===== src/rtl/nibble_packer_if.sv =====
// Handshake bundle for the nibble packer: nibble input stream, flush request, packed word output.
interface nibble_packer_if #(
  parameter int unsigned NIB_W = 4,
  parameter int unsigned NIBS  = 4
);
  localparam int unsigned WW = NIB_W * NIBS;
  localparam int unsigned CW = $clog2(NIBS + 1);

  logic [NIB_W-1:0] P;
  logic             in_valid;
  logic             in_ready;
  logic             flush;
  logic             flush_ack;
  logic [WW-1:0]    W;
  logic [CW-1:0]    out_nibs;
  logic             out_valid;
  logic             out_ready;

  modport master (
    output P, in_valid, flush, out_ready,
    input  in_ready, flush_ack, W, out_nibs, out_valid
  );

  modport slave (
    input  P, in_valid, flush, out_ready,
    output in_ready, flush_ack, W, out_nibs, out_valid
  );
endinterface


===== src/rtl/nibble_packer.sv =====
// Packs NIBS nibbles into one wide word on a valid/ready output; flush emits a zero-padded
// partial word for end-of-stream.
module nibble_packer #(
  parameter int unsigned NIB_W     = 4,
  parameter int unsigned NIBS      = 4,
  parameter bit          LSB_FIRST = 1'b1
) (
  input logic            clk,
  input logic            rst_n,
  nibble_packer_if.slave bus
);
  localparam int unsigned WW = NIB_W * NIBS;
  localparam int unsigned CW = $clog2(NIBS + 1);
  localparam int unsigned SW = (WW > 1) ? $clog2(WW) : 1;

  logic [WW-1:0] acc_q, acc_d;
  logic [CW-1:0] cnt_q, cnt_d;
  logic [WW-1:0] w_q, w_d;
  logic [CW-1:0] nibs_q, nibs_d;
  logic          valid_q, valid_d;
  logic          ack_q, ack_d;

  logic          slot_free;
  logic          last_slot;
  logic          in_ready_c;
  logic          accept;
  logic [CW-1:0] idx;
  logic [SW-1:0] shamt;
  logic [WW-1:0] merged;

  // Handshake qualifiers; in_ready is combinational from out_ready so a full word can
  // retire and the next one load on the same edge.
  assign slot_free  = !valid_q || bus.out_ready;
  assign last_slot  = (cnt_q == CW'(NIBS - 1));
  assign in_ready_c = !bus.flush && (!last_slot || slot_free);
  assign accept     = bus.in_valid && in_ready_c;

  // Place the incoming nibble into its slice; unfilled slices of acc are always zero.
  assign idx    = LSB_FIRST ? cnt_q : (CW'(NIBS - 1) - cnt_q);
  assign shamt  = SW'(idx * NIB_W);
  assign merged = acc_q | (WW'(bus.P) << shamt);

  always_comb begin
    acc_d   = acc_q;
    cnt_d   = cnt_q;
    w_d     = w_q;
    nibs_d  = nibs_q;
    valid_d = valid_q;
    ack_d   = 1'b0;

    if (valid_q && bus.out_ready) begin
      valid_d = 1'b0;
    end

    if (bus.flush) begin
      // Flush wins over input; an empty accumulator just acknowledges.
      if (cnt_q == '0) begin
        ack_d = 1'b1;
      end else if (slot_free) begin
        w_d     = acc_q;
        nibs_d  = cnt_q;
        valid_d = 1'b1;
        acc_d   = '0;
        cnt_d   = '0;
        ack_d   = 1'b1;
      end
    end else if (accept) begin
      if (last_slot) begin
        w_d     = merged;
        nibs_d  = CW'(NIBS);
        valid_d = 1'b1;
        acc_d   = '0;
        cnt_d   = '0;
      end else begin
        acc_d = merged;
        cnt_d = cnt_q + CW'(1);
      end
    end
  end

  always_ff @(posedge clk or negedge rst_n) begin
    if (!rst_n) begin
      acc_q   <= '0;
      cnt_q   <= '0;
      w_q     <= '0;
      nibs_q  <= '0;
      valid_q <= 1'b0;
      ack_q   <= 1'b0;
    end else begin
      acc_q   <= acc_d;
      cnt_q   <= cnt_d;
      w_q     <= w_d;
      nibs_q  <= nibs_d;
      valid_q <= valid_d;
      ack_q   <= ack_d;
    end
  end

  assign bus.in_ready  = in_ready_c;
  assign bus.flush_ack = ack_q;
  assign bus.W         = w_q;
  assign bus.out_nibs  = nibs_q;
  assign bus.out_valid = valid_q;
endmodule


===== src/flat_wrapper.sv =====
// flat-port wrapper written by rule: the top's interface ports become plain ports
module nibble_packer_flat 
#(
  parameter int unsigned NIB_W     = 4,
  parameter int unsigned NIBS      = 4,
  parameter bit          LSB_FIRST = 1'b1
)
  (clk, rst_n, bus_P, bus_in_valid, bus_flush, bus_out_ready, bus_in_ready, bus_flush_ack, bus_W, bus_out_nibs, bus_out_valid);
  nibble_packer_if #(.NIB_W(NIB_W), .NIBS(NIBS)) bus_i ();
  input logic clk;
  input logic rst_n;
  input wire logic [$bits(bus_i.P)-1:0] bus_P;
  input wire logic [$bits(bus_i.in_valid)-1:0] bus_in_valid;
  input wire logic [$bits(bus_i.flush)-1:0] bus_flush;
  input wire logic [$bits(bus_i.out_ready)-1:0] bus_out_ready;
  output wire logic [$bits(bus_i.in_ready)-1:0] bus_in_ready;
  output wire logic [$bits(bus_i.flush_ack)-1:0] bus_flush_ack;
  output wire logic [$bits(bus_i.W)-1:0] bus_W;
  output wire logic [$bits(bus_i.out_nibs)-1:0] bus_out_nibs;
  output wire logic [$bits(bus_i.out_valid)-1:0] bus_out_valid;
  assign bus_i.P = bus_P;
  assign bus_i.in_valid = bus_in_valid;
  assign bus_i.flush = bus_flush;
  assign bus_i.out_ready = bus_out_ready;
  assign bus_in_ready = bus_i.in_ready;
  assign bus_flush_ack = bus_i.flush_ack;
  assign bus_W = bus_i.W;
  assign bus_out_nibs = bus_i.out_nibs;
  assign bus_out_valid = bus_i.out_valid;
  nibble_packer #(.NIB_W(NIB_W), .NIBS(NIBS), .LSB_FIRST(LSB_FIRST)) u_core (.clk(clk), .rst_n(rst_n), .bus(bus_i));
endmodule

===== config.mk =====
export PLATFORM = sky130hd
export DESIGN_NAME = nibble_packer_flat
export DESIGN_NICKNAME = d
export VERILOG_FILES = /design/src/rtl/nibble_packer_if.sv /design/src/rtl/nibble_packer.sv /design/src/flat_wrapper.sv
export SDC_FILE = /design/constraint.sdc
export NUM_CORES = 1
export LEC_CHECK = 0
export ABC_CLOCK_PERIOD_IN_PS = 1700
export CORE_ASPECT_RATIO = 0.9
export CORE_MARGIN = 2
export CORE_UTILIZATION = 47
export DETAILED_ROUTE_END_ITERATION = 16
export PLACE_DENSITY_LB_ADDON = 0.2
export SLEW_MARGIN = 20
export SYNTH_ARGS = -nofsm -noshare
export SYNTH_HDL_FRONTEND = slang
export SYNTH_SLANG_ARGS = --single-unit

===== constraint.sdc =====
create_clock -name clk -period 1.7 [get_ports clk]
set_input_delay 0.255 -clock clk [delete_from_list [all_inputs] [get_ports clk]]
set_output_delay 0.255 -clock clk [all_outputs]
set_load 0.005 [all_outputs]

==> results.sh, run 1 <==
export IMPL_status="finished clean"
export IMPL_antenna_found_initial=0
export IMPL_clock_root_buffer="sky130_fd_sc_hd__clkbuf_8"
export IMPL_maxSlewHeadroom_pct=67.3
export IMPL_fp_dieW_um=69.0
export IMPL_largest_clock_skew_in_the_final_design_ns=0.00730
export IMPL_synth_adder_area_share_pct=1.40
export IMPL_power_share_clock_pct=17.6
export IMPL_die_area_sq_mm=0.00432
export IMPL_start_util_pct=48.6
export IMPL_crit_reg2reg_capture="u_core.acc_q[2]"
export IMPL_detail_route_vias_per_cell=5.29
export IMPL_cts_tree="yes"
export IMPL_floorplan_die_height_um=62.5
export IMPL_min_delay_path_class="input port to asynchronous set/reset pin"
export IMPL_pwr_share_comb_pct=43.3
export IMPL_via_count_of_the_first_global_routing_pass=1412
export IMPL_timing_reg2reg_setup_slack_ns=0.09
export IMPL_crit_path_start_kind="flip-flop"
export IMPL_clkSlewWorstSetupHoldPaths_ns=0.08
export IMPL_reg2reg_depth=7
export IMPL_xor_and_xnor_fraction_of_the_mapped_netlist_area_pct=0
export IMPL_internal_power_mw=2.42
export IMPL_buffer_ports_inserted=30
export IMPL_r2r_start="u_core.cnt_q[0]"
export IMPL_hold_slack_ns=0.00273
export IMPL_cts_num_sinks=40
export IMPL_timing_setup_critical_path_class="flip-flop to flip-flop"
export IMPL_global_route_overflow_total=0
export IMPL_synth_top_family_by_area="compound AO/OA/AOI/OAI gates"
export IMPL_core_area_sq_mm=0.00368
export IMPL_place_congestion=0.872
export IMPL_cp_required_ns=1.90
export IMPL_diodes=0
export IMPL_syn_instance_count=189
export IMPL_cp_startpoint="u_core.cnt_q[0]"
export IMPL_register_area_sq_mm=0.00100
export IMPL_syn_area_sq_mm=0.00179
export IMPL_seqPwrFrac_pct=39.0
export IMPL_drc=0
export IMPL_timing_max_transition_violations_final=0
export IMPL_post_route_period_util_pct=94.5
export IMPL_yosys_cell_types_count=30
export IMPL_drive_gt1_share_pct=17.6
export IMPL_area_growth_syn_to_layout_pct=36.2
export IMPL_arrival_ns=1.81
export IMPL_hold_viol=0
export IMPL_max_freq_mhz=623
export IMPL_cp_max_fo=5
export IMPL_synth_simple_area_share_pct=12.4
export IMPL_numCtsBuffers=5
export IMPL_clk_latency_ns=0.29
export IMPL_utilization_pct=66.3
export IMPL_switchingPower_mw=1.29
export IMPL_max_cap_violations=0
export IMPL_grt_first_pass_wirelength_um=7010
export IMPL_power_leakage_nw=1.05
export IMPL_antenna_left=0
export IMPL_yosysWarnings=0
export IMPL_peak_supply_drop_v=0.000842
export IMPL_dp_hpwl_um=3110
export IMPL_dr_total_vias=1508
export IMPL_worst_slack_ns=0.0941
export IMPL_area_occupied_by_multi_input_gates_sq_um=737
export IMPL_synth_mux_area_share_pct=0.559
export IMPL_placement_rows=21
export IMPL_power_density_mw_per_mm2=1520
export IMPL_dp_worst_setup_slack_ns=-0.166
export IMPL_top_level_ports=31
export IMPL_area_fraction_in_compound_gates_after_synthesis_pct=22.5
export IMPL_synth_sequential_area_ratio_pct=55.9
export IMPL_worstSetupEndpointType="flip-flop"
export IMPL_wl_per_cell_um=15.0
export IMPL_worst_setup_path_endpoint="u_core.acc_q[2]"
export IMPL_ctsHtreeMaxLevel=2
export IMPL_firstDrtPassIters=4
export IMPL_grt_use_total_pct=20.6
export IMPL_postRouteWirelength_um=4280
export IMPL_cts_hold_buffers_added=0
export IMPL_switching_share_pct=34.8
export IMPL_report_final_setup_viol=0
export IMPL_total_power_mw=3.70
export IMPL_slew_of_the_pin_with_the_lowest_slew_margin_ns=0.490
export IMPL_clockBufferDepth=2
export IMPL_detailed_place_area_sq_mm=0.00224
export IMPL_fill_cells=282
export IMPL_drt_iter0_markers=100
export IMPL_stdcell_area_sq_mm=0.00244
export IMPL_period_minus_slack_ns=1.61
export IMPL_num_nets_final=249
export IMPL_grt_max_degree=41
export IMPL_synth_area_per_cell_sq_um=9.47
export IMPL_mappedNetlistNets=200
export IMPL_synth_ff_latch_count=40
==> routing by layer <==
metal / part of all wire [%] / vias up / global-route usage, %
met4: 0.42 / 0 / 6.62
met2: 47 / 51 / 29.2
li1: - / 741 / -
met3: 5.8 / 2 / 4.03
met5: 0 / - / 0
met1: 47 / 714 / 31.9
==> power groups by stage <==
stage                     sequential (mW)  combinational (mW)  clock (mW)
after detailed placement             1.46                1.43           0
after global routing                 1.49                1.77       0.718
final                                1.45                1.61       0.653
after global placement               1.44                1.40           0
after CTS                            1.43                1.50       0.678
after floorplan                      1.43               0.709           0
==> what timing repair did <==
action                                 CTS  global route
setup buffers                            2             1
gates resized for setup                  5            16
cloned                                   0             0
setup endpoints to repair               11            21
pin swaps                                0             9
endpoints found under the hold margin    0             0
==> synthesized netlist by cell type <==
master	instances	share of area [%]
sky130_fd_sc_hd__a21o_1	1	0.42
sky130_fd_sc_hd__a21oi_1	28	7.8
sky130_fd_sc_hd__a31oi_1	4	1.4
sky130_fd_sc_hd__a32o_1	1	0.56
sky130_fd_sc_hd__a32oi_1	1	0.49
sky130_fd_sc_hd__and2b_1	1	0.42
sky130_fd_sc_hd__and3b_1	1	0.49
sky130_fd_sc_hd__buf_2	2	0.56
sky130_fd_sc_hd__buf_4	2	0.84
sky130_fd_sc_hd__buf_6	2	1.3
sky130_fd_sc_hd__clkbuf_1	1	0.21
sky130_fd_sc_hd__clkbuf_2	1	0.28
sky130_fd_sc_hd__dfrtp_1	40	56
sky130_fd_sc_hd__ha_1	2	1.4
sky130_fd_sc_hd__inv_1	19	4.0
sky130_fd_sc_hd__mux2i_1	1	0.56
sky130_fd_sc_hd__nand2_1	20	4.2
sky130_fd_sc_hd__nand2b_1	2	0.70
sky130_fd_sc_hd__nand3_1	3	0.84
sky130_fd_sc_hd__nand3b_1	1	0.42
sky130_fd_sc_hd__nand4_1	1	0.35
sky130_fd_sc_hd__nor2_1	8	1.7
sky130_fd_sc_hd__nor2_2	1	0.35
sky130_fd_sc_hd__nor2b_1	6	2.1
sky130_fd_sc_hd__nor4_1	1	0.35
sky130_fd_sc_hd__nor4bb_1	1	0.56
sky130_fd_sc_hd__o211ai_4	1	1.2
sky130_fd_sc_hd__o21a_1	2	0.84
sky130_fd_sc_hd__o21ai_0	24	6.7
sky130_fd_sc_hd__o21ai_1	11	3.1
==> per-stage QoR <==
| stage | std cells | setup TNS [ns] |
|---|---|---|
| finish | 285 | 0 |
| global placement | 274 | -0.0983 |
| CTS | 284 | 0 |
| detailed placement | 274 | -0.626 |
| global route | 285 | -0.0149 |
| floorplan | 189 | 0 |
==> how the worst min path moves through the flow <==
stage | slack [ns] | to
final | 0.003 | u_core.bus.out_nibs[0]
after global routing | 0.06 | u_core.bus.out_nibs[0]
after CTS | 0.03 | u_core.bus.out_nibs[0]
after detailed placement | 0.34 | u_core.bus.out_nibs[0]
after global placement | 0.33 | u_core.bus.out_nibs[0]
after floorplan | -0.04 | u_core.acc_q[0]
==> layout make-up <==
class	count	share of cell area (%)
Sequential cell	40	41.1
Clock buffer	6	3.39
Timing Repair Buffer	50	19.4
Inverter	19	2.93
Clock inverter	2	0.616
Tap cell	46	2.36
Multi-Input combinational cell	122	30.2
==> layout by cell type (no fill, tap or decap), types with 2 or more instances in the layout <==
cell type and instances:
sky130_fd_sc_hd__buf_12 2, sky130_fd_sc_hd__clkbuf_8 6, sky130_fd_sc_hd__nand3_1 2, sky130_fd_sc_hd__clkinvlp_4 2, sky130_fd_sc_hd__a21oi_1 26, sky130_fd_sc_hd__nor2_1 8, sky130_fd_sc_hd__o21ai_1 10, sky130_fd_sc_hd__dfrtp_1 40
sky130_fd_sc_hd__clkdlybuf4s50_1 28, sky130_fd_sc_hd__a31oi_1 4, sky130_fd_sc_hd__nand2_1 20, sky130_fd_sc_hd__clkbuf_2 2, sky130_fd_sc_hd__a21oi_2 2, sky130_fd_sc_hd__o21ai_0 24, sky130_fd_sc_hd__nor2b_1 5, sky130_fd_sc_hd__inv_1 17
sky130_fd_sc_hd__o21a_1 2, sky130_fd_sc_hd__ha_4 2, sky130_fd_sc_hd__nand2b_1 2, sky130_fd_sc_hd__inv_2 2, sky130_fd_sc_hd__buf_4 16, sky130_fd_sc_hd__buf_6 2
==> critical path, stage by stage, from the launching register on <==
cell and delay (ns):
sky130_fd_sc_hd__dfrtp_1 0.41, sky130_fd_sc_hd__buf_6 0.13, sky130_fd_sc_hd__inv_2 0.05, sky130_fd_sc_hd__ha_4 0.16, sky130_fd_sc_hd__nor2b_4 0.13, sky130_fd_sc_hd__o21ai_4 0.21, sky130_fd_sc_hd__nand3_1 0.21, sky130_fd_sc_hd__a21oi_1 0.23
==> registers in the layout (all words and copies together), names as in the netlist <==
signal / flops
u_core.acc_q: 16
u_core.bus.W: 16
u_core.bus.out_nibs: 3
u_core.cnt_q: 3
u_core.bus.flush_ack: 1
u_core.bus.out_valid: 1
==> cells by family (layout without fill, tap and decap cells) <==
logic type               after synthesis  in the layout
adder cells (fa/ha/maj)                2              2
AND/OR/NAND/NOR                       46             46
buffers and inverters                 27             77
AO/OA/AOI/OAI                         73             73
multiplexers                           1              1
flip-flops                            40             40
No activity file was read; power rests on OpenSTA's default activity.
==> run 2: changes to the inputs <==
Settings changed: PLACE_DENSITY from default to 0.75, PLACE_DENSITY_LB_ADDON 0.2 to default, REMOVE_ABC_BUFFERS from default to 1, SKIP_CTS_REPAIR_TIMING from default to 1.
==> results.sh, run 2 (same netlist as run 1, synthesis figures left out) <==
export IMPL_status="complete, but fails checks"
export IMPL_violated_checks="negative hold slack"
export IMPL_detail_route_vias_per_cell=5.04
export IMPL_switchingPower_mw=1.21
export IMPL_start_util_pct=48.6
export IMPL_reg2reg_depth=6
export IMPL_placed_insts=281
export IMPL_drt_iter0_markers=84
export IMPL_crit_path_start_kind="flip-flop"
export IMPL_worstSetupEndpointType="flip-flop"
export IMPL_dr_total_vias=1467
export IMPL_timing_max_transition_violations_final=0
export IMPL_grt_max_degree=41
export IMPL_global_route_overflow_total=0
export IMPL_grt_use_total_pct=19.8
export IMPL_dp_worst_setup_slack_ns=-0.120
export IMPL_area_occupied_by_multi_input_gates_sq_um=721
export IMPL_antenna_found_initial=0
export IMPL_layout_cells_most_common_list="39 x sky130_fd_sc_hd__dfrtp_1, 28 x sky130_fd_sc_hd__clkdlybuf4s50_1, 25 x sky130_fd_sc_hd__a21oi_1, 25 x sky130_fd_sc_hd__buf_4, 24 x sky130_fd_sc_hd__o21ai_0"
export IMPL_fp_dieW_um=69.0
export IMPL_num_nets_final=255
export IMPL_cp_required_ns=1.93
export IMPL_power_leakage_nw=1.07
export IMPL_final_cell_count_no_fill=291
export IMPL_drc=0
export IMPL_hold_viol=4
export IMPL_pwr_share_comb_pct=41.8
export IMPL_peak_supply_drop_v=0.000745
export IMPL_place_congestion=0.862
export IMPL_grt_setup_unrepaired="true"
export IMPL_cp_startpoint="u_core.cnt_q[0]"
export IMPL_worst_setup_path_endpoint="u_core.acc_q[1]"
export IMPL_crit_reg2reg_capture="u_core.acc_q[1]"
export IMPL_internal_power_mw=2.38
export IMPL_max_freq_mhz=625
export IMPL_detailed_place_area_sq_mm=0.00228
export IMPL_postRouteWirelength_um=3760
export IMPL_period_minus_slack_ns=1.60
export IMPL_wl_per_cell_um=12.9
export IMPL_clk_latency_ns=0.30
export IMPL_die_area_sq_mm=0.00432
export IMPL_r2r_start="u_core.cnt_q[0]"
export IMPL_post_route_period_util_pct=94.1
export IMPL_clock_root_buffer="sky130_fd_sc_hd__clkbuf_8"
export IMPL_floorplan_die_height_um=62.5
export IMPL_numCtsBuffers=5
export IMPL_arrival_ns=1.83
export IMPL_via_count_of_the_first_global_routing_pass=1436
export IMPL_stdcell_area_sq_mm=0.00245
export IMPL_register_area_sq_mm=0.00100
export IMPL_timing_reg2reg_setup_slack_ns=0.1
export IMPL_core_area_sq_mm=0.00368
export IMPL_seqPwrFrac_pct=40.3
export IMPL_firstDrtPassIters=4
export IMPL_dp_hpwl_um=2620
export IMPL_largest_clock_skew_in_the_final_design_ns=0.00606
export IMPL_min_delay_path_class="input port to asynchronous set/reset pin"
export IMPL_report_final_setup_viol=0
export IMPL_grt_first_pass_wirelength_um=6570
export IMPL_timing_setup_critical_path_class="flip-flop to flip-flop"
export IMPL_cp_max_fo=34
export IMPL_antenna_left=0
export IMPL_cts_tree="yes"
export IMPL_cts_num_sinks=40
export IMPL_hold_slack_ns=-0.00308
export IMPL_ctsHtreeMaxLevel=2
export IMPL_slew_of_the_pin_with_the_lowest_slew_margin_ns=0.487
export IMPL_maxSlewHeadroom_pct=67.5
export IMPL_buffer_ports_inserted=30
export IMPL_power_density_mw_per_mm2=1470
export IMPL_diodes=0
export IMPL_drive_gt1_share_pct=19.2
export IMPL_worst_slack_ns=0.0998
export IMPL_fill_cells=299
export IMPL_switching_share_pct=33.8
export IMPL_max_cap_violations=0
export IMPL_placement_rows=21
export IMPL_power_share_clock_pct=17.9
export IMPL_area_growth_syn_to_layout_pct=36.8
export IMPL_clockBufferDepth=2
export IMPL_timing_setup_tns_ns=0
export IMPL_layout_commonest_cell="sky130_fd_sc_hd__dfrtp_1"
export IMPL_top_level_ports=31
export IMPL_clkSlewWorstSetupHoldPaths_ns=0.07
==> run 2: changes by cell type in the layout (fill, tap and decap cells not counted), sizes merged <==
cell / before / now
dlymetal6s2s: 0 / 1
clkinvlp: 2 / 0
buf: 20 / 27
==> run 2: layout make-up <==
type	instances	share of cell area [%]
well taps	46	2.35
inverters	19	2.91
multi-input cells	122	29.4
flip-flops and latches	40	41.0
repair buffers	56	20.7
clock buffers	8	3.68
==> run 2: power groups by stage <==
stage	clock network (mW)	registers, mW	logic [mW]
finish	0.642	1.45	1.50
global route	0.692	1.49	1.69
CTS	0.660	1.43	1.43
detailed placement	0	1.44	1.43
global placement	0	1.43	1.41
floorplan	0	1.47	0.603
==> run 2: stage by stage <==
| stage | util [%] | power [mW] |
|---|---|---|
| after floorplan | - | 2.07 |
| after global placement | 61.9 | 2.84 |
| after detailed placement | 61.9 | 2.87 |
| after CTS | 64.4 | 3.52 |
| after global routing | 66.5 | 3.87 |
| final | 66.5 | 3.59 |
==> run 2: worst max-delay path, cell delays in order (launching register included) <==
cell and delay, ns:
sky130_fd_sc_hd__dfrtp_2 0.45, sky130_fd_sc_hd__ha_4 0.18, sky130_fd_sc_hd__and3b_1 0.21, sky130_fd_sc_hd__o211ai_4 0.24
sky130_fd_sc_hd__buf_12 0.20, sky130_fd_sc_hd__o21ai_0 0.12, sky130_fd_sc_hd__a21oi_2 0.12
==> run 2: worst min path at each step <==
stage                             end  slack [ns]  cells after the start
6_report       u_core.bus.out_nibs[1]      -0.003                      2
5_1_grt        u_core.bus.out_nibs[1]        0.05                      2
4_1_cts        u_core.bus.out_nibs[1]        0.02                      2
3_5_place_dp   u_core.bus.out_nibs[1]        0.34                      2
3_3_place_gp   u_core.bus.out_nibs[1]        0.34                      2
2_1_floorplan         u_core.acc_q[0]       -0.04                      0
==> run 2: per-layer routing <==
layer  part of all wire, %  wire length [um]  global-route usage (%)
met1                    48              1800                    27.4
met2                    44              1660                    27.4
met3                   5.7               213                    5.32
met4                   2.2                81                    12.7
met5                     0                 0                       0
==> run 3: changes to the inputs <==
Settings changed: SKIP_LAST_GASP from default to 1.
==> results of run 3 <==
Final layout, timing and power as in run 2 (identical DEF).
